==> src/rtl/sparse_mult_by_a_pkg.sv <==
// Shared constants and types for the sparse GF(2) row-times-frame block.
// Lane width, default frame length/mask and the frame index type.
package sparse_mult_by_a_pkg;

  localparam int LANE_W = 32;
  localparam int FRAME_LEN = 11;
  localparam logic [FRAME_LEN-1:0] A_MASK = 11'b100_0000_0000;
  localparam int IDX_W = $clog2(FRAME_LEN);

  typedef logic [IDX_W-1:0] idx_t;

endpackage

==> src/rtl/sparse_mult_by_a_acc.sv <==
// Frame index counter and masked XOR accumulator.
// sum is the running result including the word presented this cycle.
module sparse_mult_by_a_acc #(
  parameter int WIDTH = 3 * sparse_mult_by_a_pkg::LANE_W,
  parameter int FRAME_LEN = sparse_mult_by_a_pkg::FRAME_LEN,
  parameter logic [FRAME_LEN-1:0] A_MASK = sparse_mult_by_a_pkg::A_MASK
) (
  input  logic                              clock,
  input  logic                              reset,
  input  logic [WIDTH-1:0]                  data,
  input  logic                              accept,
  output sparse_mult_by_a_pkg::idx_t        idx,
  output logic                              last,
  output logic [WIDTH-1:0]                  sum
);
  import sparse_mult_by_a_pkg::*;

  localparam idx_t LAST = idx_t'(FRAME_LEN - 1);

  logic [WIDTH-1:0] acc;
  logic [WIDTH-1:0] base;

  // Word 0 starts a fresh sum so frames never leak into each other.
  always_comb begin
    base = (idx == '0) ? '0 : acc;
    sum  = A_MASK[idx] ? (base ^ data) : base;
    last = accept && (idx == LAST);
  end

  always_ff @(posedge clock) begin
    if (reset) begin
      idx <= '0;
      acc <= '0;
    end else if (accept) begin
      acc <= sum;
      idx <= (idx == LAST) ? '0 : idx + idx_t'(1);
    end
  end

endmodule

==> src/rtl/sparse_mult_by_a.sv <==
// Sparse GF(2) multiply of one frame by a row of A; one result per frame.
// Optional simulation checks: define SPARSE_MULT_BY_A_ASSERT_EN.
module sparse_mult_by_a #(
  parameter int WIDTH = 3 * sparse_mult_by_a_pkg::LANE_W,
  parameter int FRAME_LEN = sparse_mult_by_a_pkg::FRAME_LEN,
  parameter logic [FRAME_LEN-1:0] A_MASK = sparse_mult_by_a_pkg::A_MASK
) (
  input  logic             i_clock,
  input  logic             i_reset,
  input  logic [WIDTH-1:0] i_input_data,
  input  logic             i_input_valid,
  output logic             o_input_ready,
  output logic [WIDTH-1:0] o_output_data,
  output logic             o_output_valid,
  input  logic             i_output_ready
);
  import sparse_mult_by_a_pkg::*;

  localparam idx_t LAST = idx_t'(FRAME_LEN - 1);

  idx_t             idx;
  logic             last;
  logic             accept;
  logic             consume;
  logic [WIDTH-1:0] sum;

  sparse_mult_by_a_acc #(
    .WIDTH    (WIDTH),
    .FRAME_LEN(FRAME_LEN),
    .A_MASK   (A_MASK)
  ) u_acc (
    .clock (i_clock),
    .reset (i_reset),
    .data  (i_input_data),
    .accept(accept),
    .idx   (idx),
    .last  (last),
    .sum   (sum)
  );

  // Only the closing word of a frame can be blocked by an unread result.
  always_comb begin
    consume       = o_output_valid && i_output_ready;
    o_input_ready = !((idx == LAST) && o_output_valid && !i_output_ready);
    accept        = i_input_valid && o_input_ready;
  end

  always_ff @(posedge i_clock) begin
    if (i_reset) begin
      o_output_data  <= '0;
      o_output_valid <= 1'b0;
    end else if (last) begin
      o_output_data  <= sum;
      o_output_valid <= 1'b1;
    end else if (consume) begin
      o_output_valid <= 1'b0;
    end
  end

`ifdef SPARSE_MULT_BY_A_ASSERT_EN
  a_hold: assert property (
    @(posedge i_clock) disable iff (i_reset)
    o_output_valid && !i_output_ready |=>
      o_output_valid && $stable(o_output_data)
  );

  a_no_accept: assert property (
    @(posedge i_clock) disable iff (i_reset)
    !o_input_ready |=> $stable(idx)
  );

  a_idx_range: assert property (
    @(posedge i_clock) disable iff (i_reset)
    int'(idx) < FRAME_LEN
  );
`else
`endif

endmodule

==> config.mk <==
export PLATFORM = sky130hd
export DESIGN_NAME = sparse_mult_by_a
export DESIGN_NICKNAME = d
export VERILOG_FILES = /design/src/rtl/sparse_mult_by_a_pkg.sv /design/src/rtl/sparse_mult_by_a_acc.sv /design/src/rtl/sparse_mult_by_a.sv
export SDC_FILE = /design/constraint.sdc
export NUM_CORES = 1
export LEC_CHECK = 0
export ABC_AREA = 1
export BUFFER_PORTS_ARGS = -buffer_cell sky130_fd_sc_hd__buf_2
export CAP_MARGIN = 40
export CORE_UTILIZATION = 56
export DETAILED_ROUTE_END_ITERATION = 8
export GPL_TIMING_DRIVEN = 0
export PLACE_DENSITY = 0.78
export SLEW_MARGIN = 5
export SYNTH_ARGS = -nofsm -noshare
export SYNTH_HDL_FRONTEND = slang
export SYNTH_SLANG_ARGS = --single-unit
==> constraint.sdc <==
create_clock -name i_clock -period 1.4 [get_ports i_clock]
set_input_delay 0.28 -clock i_clock [delete_from_list [all_inputs] [get_ports i_clock]]
set_output_delay 0.28 -clock i_clock [all_outputs]
set_load 0.005 [all_outputs]
==> summary.md, run 1 <==
| Metric | Value |
|---|---|
| Site Rows | 48 |
| CP peak stage delay | 0.34 ns |
| CP Capture Type | output pin |
| Final net count | about 2000 |
| Synth Area in Compound Gates | 0.0351 |
| Worst Tran Pin Value | roughly 0.55 ns |
| Crit path to | o_input_ready |
| Static Leak | roughly 7.0 nW |
| Fill count | 1454 |
| Buffers and inverters on the worst path | 2 |
| All-Layer GR Usage | 0.295 |
| First-pass GRT wire length | 43900 um |
| GP Congestion | approximately 0.86 |
| Area share of fa/ha/maj cells after synthesis | 0 |
| Worst path depth | 5 |
| RSZ-0062 raised after global routing | yes |
| H-tree lvl count | 4 |
| Post-DR vias/cell | 4.98 |
| Mapped cell area | 10200 um^2 |
| Longest Clk Path Bufs | 2 |
| Largest family of logic cells by synthesized area | simple AND/OR/NAND/NOR gates |
| GRT Residual Overflow | 0 |
| Initial drt markers | 659 |
| Maxcap violations | 0 |
| Post-route cell area | between 10000 and 15000 um^2 |
| DIE HEIGHT | roughly 140 um |
| Initial antenna violation count | 1 |
| Area delta synth->final | 29.3% |
| Mux contribution to synthesized area | 0 |
| Worst EP arrival | around 1.3 ns |
| Startpoint types | register |
| Critical Path Source | u_acc.idx[2] |
| Share of cells above drive strength 1 | 0.224 |
| Total chip power | 13.1 mW |
| TritonCTS Sinks | 198 |
| Commonest non-fill, non-tap cell in the layout | nand2_1 |
| Worst slew margin | 0.634 |
| CP max-delay cell | dfxtp_2 |
| Core footprint | about 18000 um^2 |
| Failing checks | setup timing |
| Synth unique cells | 18 |
| Crit path cell chain | inv_2 > nand2_4 > nor2_4 > nand2_4 > buf_6 |
| CP required | 1.12 ns |
| Pre-CTS setup slack | -0.388 ns |
| Tmin final | 1.54 ns |
| Peak supply drop | between 0.0009 and 0.001 V |
| Synth warn | 0 |
| DP Wirelength | 18500 um |
| Critical path class | register to output pin |
| Worst r2r src | u_acc.idx[1] |
| Vias in the first global route | 9634 |
| DR pass1 iterations | 7 |
| I/O Buffers | 196 |
| Total CTS buffers | 17 |
| Clock-pin slew on the worst setup and hold paths | 0.07 ns |
| Flops & latches, synth | 198 |
| Crit Path Max Fanout | 4 |
| Post-Route Setup TNS | -10.64 ns |
| Ports | roughly 200 |
| Die Width | 137 um |
| Final period utilization | 1.10 |
| Post-synth net total | 1812 |
| Critical R2R Capture | o_output_data[34] |
| Syn_area_per_cell | 5.95 um^2 |
| Slew Limit Fails | 0 |
| HP Class | primary input to register |
| Power Density | 992 nW/um^2 |
| Cell Count, Final, Fillers Out | between 2000 and 2500 |
| Most used cell, CP | nand2_4 |
| Multi-input gate area | about 5200 um^2 |
| Cell chosen for the clock root | clkbuf_16 |
| CTS Hold Bufs | 0 |
| PnR worst setup slack | -0.135 ns |
| TritonCTS clock tree | built |
| Vias | 10900 |
| Post-Place Cells | 2133 |
| Final setup skew | 0.00774 ns |
| # DRC | 0 |
| Sequential element share of the synthesized area | 0.389 |
| Synth Area in Simple Gates | 0.440 |
| Initial Utilization | 0.581 |
| Largest net degree at the start of global routing | 17 |
| Worst Reg-to-Reg Cells | 9 |
| Die Footprint | 18700 um^2 |
| Post-Synthesis Cells | 1712 |
| Final setup fails | a little under 200 |
| Outcome | complete, but fails checks |
| Final core occ | 0.751 |
| DP Area | 11400 um^2 |
| FF+latch area | 3980 um^2 |
| Routed length per placed instance | approximately 13 um |
| Worst R2R Setup Slack | -0.12 ns |
| Most frequent cells in the layout | nand2_1, nor2_1, buf_2, inv_1, dfxtp_1 |
| Worst hold slack | just under 0.2 ns |
| CP delay by family, top | flip-flops |
| Fmax achieved | 651 MHz |
| Detailed Route WL | 28800 um |
| ANT nets after route | 0 |
| Post-synthesis xor/xnor area fraction | 0 |
| Clock Latency Late Sink | 0.44 ns |
| Final hold violation count | 0 |
[worst min-delay path by stage]
stage          slack [ns]  cells past startpoint               from           endpoint
3_3_place_gp         0.45                      2  o_output_data[19]  o_output_data[19]
2_1_floorplan        0.44                      2      i_input_valid       u_acc.idx[0]
5_1_grt              0.20                      3      i_input_valid       u_acc.idx[0]
4_1_cts              0.18                      3      i_input_valid       u_acc.idx[0]
3_5_place_dp         0.45                      2  o_output_data[31]  o_output_data[31]
6_report             0.19                      3      i_input_valid       u_acc.idx[0]
[flip-flops by register name, summed over array words and instances, names as in the netlist, named ones only]
| register | flops |
|---|---|
| u_acc.acc | 96 |
| u_acc.idx | 4 |
| o_output_data | 96 |
| o_output_valid | 1 |
[routing by layer]
metal	track usage	vias to the layer above	wire, um	part of all wire
li1	-	5605	-	-
met1	0.361	4882	12300	0.43
met2	0.523	354	13900	0.48
met3	0.0478	49	1870	0.065
met4	0.100	0	657	0.023
met5	0.0139	-	0	0
[cells by family after synthesis]
logic type      after synthesis
compound gates               71
flops                       198
simple gates               1143
buf+inv                     300
[cell usage after synthesis, drive strengths merged]
| cell | n | share of area |
|---|---|---|
| nand2 | 747 | 0.28 |
| o21bai | 1 | 0.00074 |
| nand4 | 1 | 0.00061 |
| o21ai | 1 | 0.00049 |
| inv | 201 | 0.074 |
| clkbuf | 23 | 0.0085 |
| nor2 | 262 | 0.097 |
| nand3 | 133 | 0.066 |
| buf | 76 | 0.053 |
| dfxtp | 198 | 0.39 |
| a21oi | 69 | 0.034 |
[area by class of cell]
class / count / share of cell area
tap: 225 / 0.0214
timing repair buffer: 216 / 0.106
multi-input combinational: 1214 / 0.396
clock buffer: 21 / 0.0357
buffer: 99 / 0.0691
inverter: 201 / 0.0573
clock inverter: 10 / 0.0111
sequential: 198 / 0.302
antenna: 4 / 0.000760
[worst min-delay path: cells and delay by family]
| family | cells | cell delay, ns |
|---|---|---|
| AOI/OAI and AO/OA | 1 | 0.06 |
| buffers and inverters | 1 | 0.16 |
| and+or+nand+nor | 1 | 0.10 |
[power breakdown]
part / switching (mW) / leakage [nW] / internal, mW
Clock: 2.19 / 0.300 / 2.96
Sequential: 0.145 / 1.62 / 5.80
Combinational: 1.07 / 5.05 / 0.903
Total: 3.40 / 6.97 / 9.66
[what timing repair did]
action	CTS	global route
gates resized for setup	72	147
setup buffers	4	1
pin swaps	2	55
setup endpoints to repair	195	195
gates cloned	2	13
(Power assumes the default switching activity.)
==> run 2, diff against run 1 <==
--- a/config.mk
+++ b/config.mk
@@ -8,10 +8,11 @@
 export ABC_AREA = 1
 export BUFFER_PORTS_ARGS = -buffer_cell sky130_fd_sc_hd__buf_2
 export CAP_MARGIN = 40
-export CORE_UTILIZATION = 56
+export CORE_UTILIZATION = 58
+export CTS_BUF_LIST = sky130_fd_sc_hd__clkbuf_4
 export DETAILED_ROUTE_END_ITERATION = 8
 export GPL_TIMING_DRIVEN = 0
-export PLACE_DENSITY = 0.78
+export PLACE_DENSITY = 0.8
 export SLEW_MARGIN = 5
 export SYNTH_ARGS = -nofsm -noshare
 export SYNTH_HDL_FRONTEND = slang
==> summary.md, run 2 (synthesis results as in run 1) <==
| Metric | Value |
|---|---|
| Clock-pin slew on the worst setup and hold paths | 0.16 ns |
| Critical Path Source | u_acc.idx[2] |
| Slew Limit Fails | 0 |
| ANT nets after route | 0 |
| Crit Path Max Fanout | 3 |
| Failing checks | setup timing |
| Final setup skew | about 0.018 ns |
| Commonest non-fill, non-tap cell in the layout | nand2_1 |
| DP Wirelength | 18200 um |
| Critical R2R Capture | u_acc.acc[20] |
| Initial antenna violation count | 3 |
| CP Capture Type | output pin |
| RSZ-0062 raised after global routing | yes |
| Final setup fails | 197 |
| Tmin final | 1.66 ns |
| Startpoint types | register |
| H-tree lvl count | 4 |
| Area delta synth->final | 28.9% |
| HP Class | primary input to register |
| Die Footprint | 18100 um^2 |
| Peak supply drop | 0.000549 V |
| Total CTS buffers | 17 |
| Worst hold slack | 0.0433 ns |
| Initial drt markers | 771 |
| Crit path to | o_input_ready |
| Ports | 198 |
| TritonCTS clock tree | built |
| Maxcap violations | 0 |
| FF+latch area | 3980 um^2 |
| Total chip power | ~11 mW |
| Fmax achieved | 602 MHz |
| Vias in the first global route | 9423 |
| Routed length per placed instance | 13.1 um |
| Worst r2r src | u_acc.idx[1] |
| Reg power frac | 0.550 |
| Clock power frac | 0.282 |
| Sw power | 3.16 mW |
| First-pass GRT wire length | 43500 um |
| Combinational Power Share | 0.167 |
| Sw Ratio | 0.292 |
| Post-DR vias/cell | 4.99 |
| Worst slew margin | 0.596 |
| Detailed Route WL | 29000 um |
| Final period utilization | 1.19 |
| Critical path class | register to output pin |
| Clock Latency Late Sink | approximately 0.60 ns |
| Worst Tran Pin Value | 0.606 ns |
| Power Density | 823 nW/um^2 |
| All-Layer GR Usage | 0.299 |
| GRT Residual Overflow | 0 |
| Final net count | 2066 |
| Outcome | complete, but fails checks |
| Multi-input gate area | around 5200 um^2 |
| Largest registers | o_output_data (96), u_acc.acc (96), u_acc.idx (4) |
| Vias | 11000 |
| Share of cells above drive strength 1 | 0.226 |
| GP Congestion | 0.819 |
| TritonCTS Sinks | 198 |
| CTS Hold Bufs | 0 |
| DR pass1 iterations | 5 |
| I/O Buffers | 196 |
| Core footprint | 17200 um^2 |
| Static Leak | 6.93 nW |
| Cell chosen for the clock root | clkbuf_4 |
| PnR worst setup slack | -0.262 ns |
| Cell internal pwr | 7.65 mW |
| Worst Reg-to-Reg Cells | 10 |
| Longest Clk Path Bufs | 2 |
| DIE HEIGHT | between 100 and 150 um |
| Largest net degree at the start of global routing | 17 |
| # DRC | 0 |
| Final hold violation count | 0 |
| Fill count | 1345 |
| Worst EP arrival | 1.38 ns |
| Site Rows | 48 |
| Worst R2R Setup Slack | -0.23 ns |
| Die Width | 135 um |
| CP required | 1.12 ns |
| Most frequent cells in the layout | nand2_1, nor2_1, buf_2, inv_1, dfxtp_1 |
| Initial Utilization | 0.591 |
run 2: cell count changes in the layout (fill, tap and decap cells not counted), moves of 6 or more:
| cell | delta |
|---|---|
| clkbuf_16 | -19 |
| nand2_2 | -11 |
| buf_4 | +14 |
| nor2_1 | -6 |
| nand2_1 | +17 |
| clkbuf_4 | +17 |
| buf_8 | +10 |
| nand2_4 | -7 |
run 2: stage by stage:
step / TNS, ns / setup slack, ns / utilization / cell area (um^2) / instances
2_1_floorplan: 0 / 0.101 / - / 10200 / 1712
3_3_place_gp: -48.90 / -0.362 / 0.664 / 11400 / 2133
3_5_place_dp: -51.92 / -0.390 / 0.664 / 11400 / 2133
4_1_cts: -21.84 / -0.271 / 0.711 / 12200 / 2182
5_1_grt: -46.35 / -0.336 / 0.761 / 13100 / 2205
6_report: -28.23 / -0.262 / 0.762 / 13100 / 2207
run 2: final cells by class:
type                            count  share of cell area
Clock inverter                     14              0.0103
Multi-Input combinational cell   1214               0.398
Tap cell                          225              0.0214
Sequential cell                   198               0.303
Antenna cell                        3            0.000572
Inverter                          201              0.0580
Timing Repair Buffer              235               0.126
Buffer                             99              0.0722
Clock buffer                       18              0.0103
run 2: worst min-delay path by stage:
stage / start / end / slack (ns) / cells past startpoint
floorplan: i_input_valid / u_acc.idx[0] / 0.44 / 2
detailed placement: o_output_data[55] / o_output_data[55] / 0.45 / 2
CTS: i_input_data[78] / u_acc.acc[78] / 0.02 / 5
finish: i_input_data[78] / u_acc.acc[78] / 0.04 / 5
global route: i_input_data[84] / o_output_data[84] / 0.05 / 5
global placement: o_output_data[21] / o_output_data[21] / 0.45 / 2
run 2: power by group through the flow:
stage	clock [mW]	combinational [mW]	sequential (mW)
2_1_floorplan	0	0.931	6.03
3_3_place_gp	0	1.34	6.05
3_5_place_dp	0	1.35	6.05
6_report	3.05	1.81	5.95
4_1_cts	3.07	1.50	5.93
5_1_grt	3.28	1.98	5.97
run 2: what timing repair did:
action | in CTS | in global routing
setup endpoints to repair | 197 | 230
gates resized for setup | 91 | 149
pin swaps | 14 | 74
buffers inserted | 11 | 11
gates cloned | 6 | 11
run 2: routing by layer:
layer / wire [um] / GRT usage
met1: 12400 / 0.381
met2: 14000 / 0.505
met5: 13 / 0
met4: 708 / 0.100
met3: 1920 / 0.0589
run 2: critical path, cell delays in order, from the launching register on:
cell and delay [ns]:
dfxtp_2 0.37, inv_4 0.06, nand2_4 0.05, nor2_4 0.13, nand2_4 0.06, buf_6 0.12
==> run 3, diff against run 2 <==
--- a/config.mk
+++ b/config.mk
@@ -8,11 +8,11 @@
 export ABC_AREA = 1
 export BUFFER_PORTS_ARGS = -buffer_cell sky130_fd_sc_hd__buf_2
 export CAP_MARGIN = 40
-export CORE_UTILIZATION = 58
+export CORE_UTILIZATION = 62
 export CTS_BUF_LIST = sky130_fd_sc_hd__clkbuf_4
 export DETAILED_ROUTE_END_ITERATION = 8
 export GPL_TIMING_DRIVEN = 0
-export PLACE_DENSITY = 0.8
+export PLACE_DENSITY = 0.85
 export SLEW_MARGIN = 5
 export SYNTH_ARGS = -nofsm -noshare
 export SYNTH_HDL_FRONTEND = slang
==> constraint.sdc (replaced) <==
create_clock -name i_clock -period 2 [get_ports i_clock]
set_input_delay 0.4 -clock i_clock [delete_from_list [all_inputs] [get_ports i_clock]]
set_output_delay 0.4 -clock i_clock [all_outputs]
set_load 0.005 [all_outputs]
==> summary.md, run 3 (synthesis results as in run 1) <==
| Metric | Value |
|---|---|
| ANT nets after route | 0 |
| Longest Clk Path Bufs | 2 |
| GRT Residual Overflow | 0 |
| TritonCTS clock tree | built |
| Clock-pin slew on the worst setup and hold paths | 0.14 ns |
| Startpoint types | register |
| First-pass GRT wire length | between 40000 and 50000 um |
| Worst Tran Pin Value | 0.573 ns |
| # DRC | 0 |
| Fmax achieved | 519 MHz |
| Vias | 10600 |
| Critical path class | register to output pin |
| CP required | 1.60 ns |
| FF+latch area | 3960 um^2 |
| Wire length on met1 | 11400 um |
| DIE HEIGHT | ~130 um |
| All-Layer GR Usage | 0.310 |
| CTS resizes | 0 |
| Routed wl met2 | 11900 um |
| CP Capture Type | output pin |
| Power Density | 626 nW/um^2 |
| Slew Limit Fails | 0 |
| Metal3 WL | 2010 um |
| H-tree lvl count | 4 |
| Crit Path Max Fanout | 4 |
| Total chip power | between 7 and 8 mW |
| Area delta synth->final | 15.1% |
| Vias in the first global route | 9446 |
| Largest registers | o_output_data (96), u_acc.acc (96), u_acc.idx (4) |
| Multi-input gate area | 4840 um^2 |
| Tmin final | 1.93 ns |
| Site Rows | 46 |
| Reg power frac | 0.566 |
| Initial drt markers | 842 |
| Maxcap violations | 0 |
| Routed length per placed instance | 12.0 um |
| DR pass1 iterations | 8 |
| Share of cells above drive strength 1 | 0.156 |
| Combinational Power Share | 0.131 |
| Commonest non-fill, non-tap cell in the layout | nand2_1 |
| Final setup fails | 0 |
| Cell chosen for the clock root | clkbuf_4 |
| Cell internal pwr | 5.30 mW |
| GP Congestion | 0.842 |
| DR top layer | met4 |
| Core footprint | 15900 um^2 |
| Final period utilization | 0.964 |
| Total CTS buffers | 17 |
| Postcts setup bufs | 0 |
| Worst EP arrival | 1.53 ns |
| DP Wirelength | 18300 um |
| Clock Latency Late Sink | 0.60 ns |
| Post-Route Setup TNS | 0 ns |
| Clock power frac | 0.303 |
| Fill count | 1380 |
| HP Class | primary input to register |
| Outcome | completed |
| Sw power | roughly 2.0 mW |
| Die Footprint | around 17000 um^2 |
| Static Leak | about 6.4 nW |
| Initial antenna violation count | 1 |
| TritonCTS Sinks | just under 200 |
| Worst slew margin | 0.618 |
| Peak supply drop | 0.000437 V |
| Detailed Route WL | between 20000 and 30000 um |
| Ports | 198 |
| Initial Utilization | 0.639 |
| Post-DR vias/cell | 4.93 |
| CTS Hold Bufs | 0 |
| Final hold violation count | 0 |
| Final net count | 2027 |
| I/O Buffers | 196 |
| RSZ-0062 raised after global routing | no |
| Final setup skew | roughly 0.012 ns |
| Sw Ratio | 0.278 |
| Largest net degree at the start of global routing | 17 |
| Die Width | 130 um |
| Most frequent cells in the layout | nand2_1, nor2_1, buf_2, inv_1, dfxtp_1 |
==> run 3: changes by cell type in the layout (fill, tap and decap cells not counted), moves of 9 or more <==
cell | before | now
nand3_2 | 14 | 1
a21oi_1 | 60 | 69
nor2_2 | 20 | 0
nand3_1 | 114 | 132
buf_2 | 203 | 226
buf_6 | 30 | 16
clkbuf_16 | 11 | 0
nor2_1 | 237 | 261
buf_8 | 23 | 0
nand2_2 | 37 | 0
a21oi_2 | 9 | 0
nand2_1 | 703 | 745
==> run 3: path summary, 6_finish.rpt <==
check / slack (ns) / from / end / cells after the start
setup / recovery: 0.07 / u_acc.idx[2] / o_input_ready / 5
setup reg to reg: 0.19 / register / u_acc.acc[91] / 7
hold reg to reg: 0.47 / o_output_data[33] / o_output_data[33] / 2
hold / removal: 0.16 / i_input_valid / u_acc.idx[0] / 3
==> run 3: stage by stage <==
step           cell area [um^2]  instances  utilization  worst slack, ns  hold WS, ns
6_report                  11700       2157        0.735           0.0720        0.155
5_1_grt                   11700       2157        0.735          0.00227        0.150
4_1_cts                   11700       2156        0.735           0.0604        0.140
3_5_place_dp              11400       2124        0.717           0.0899        0.451
3_3_place_gp              11400       2124        0.717            0.149        0.447
2_1_floorplan             10200       1712            -            0.642        0.460
==> run 3: cell type report <==
type / count / area share
Antenna cell: 1 / 0.000213
Buffer: 99 / 0.0531
Clock buffer: 20 / 0.0128
Clock inverter: 12 / 0.0115
Inverter: 201 / 0.0643
Multi-Input combinational cell: 1214 / 0.413
Sequential cell: 198 / 0.338
Tap cell: 216 / 0.0230
Timing Repair Buffer: 196 / 0.0837
==> run 3: routing by layer <==
metal  global-route usage  vias to the layer above
li1                     -                     5538
met1                0.393                     4669
met2                0.522                      381
met3               0.0545                       53
met4                0.124                        0
met5                    0                        -
==> run 3: worst max-delay path, cell delays in order, from the launching register on <==
cell	delay, ns
dfxtp_1	0.36
inv_2	0.08
nand2_1	0.11
nor2_4	0.16
nand2_4	0.08
buf_2	0.15
==> run 3: power by group through the flow <==
stage / sequential [mW] / combinational, mW / clock (mW)
after floorplan: 4.22 / 0.652 / 0
after global placement: 4.23 / 0.934 / 0
after detailed placement: 4.24 / 0.945 / 0
after CTS: 4.15 / 0.952 / 2.23
after global routing: 4.17 / 1.09 / 2.37
final: 4.15 / 0.960 / 2.22
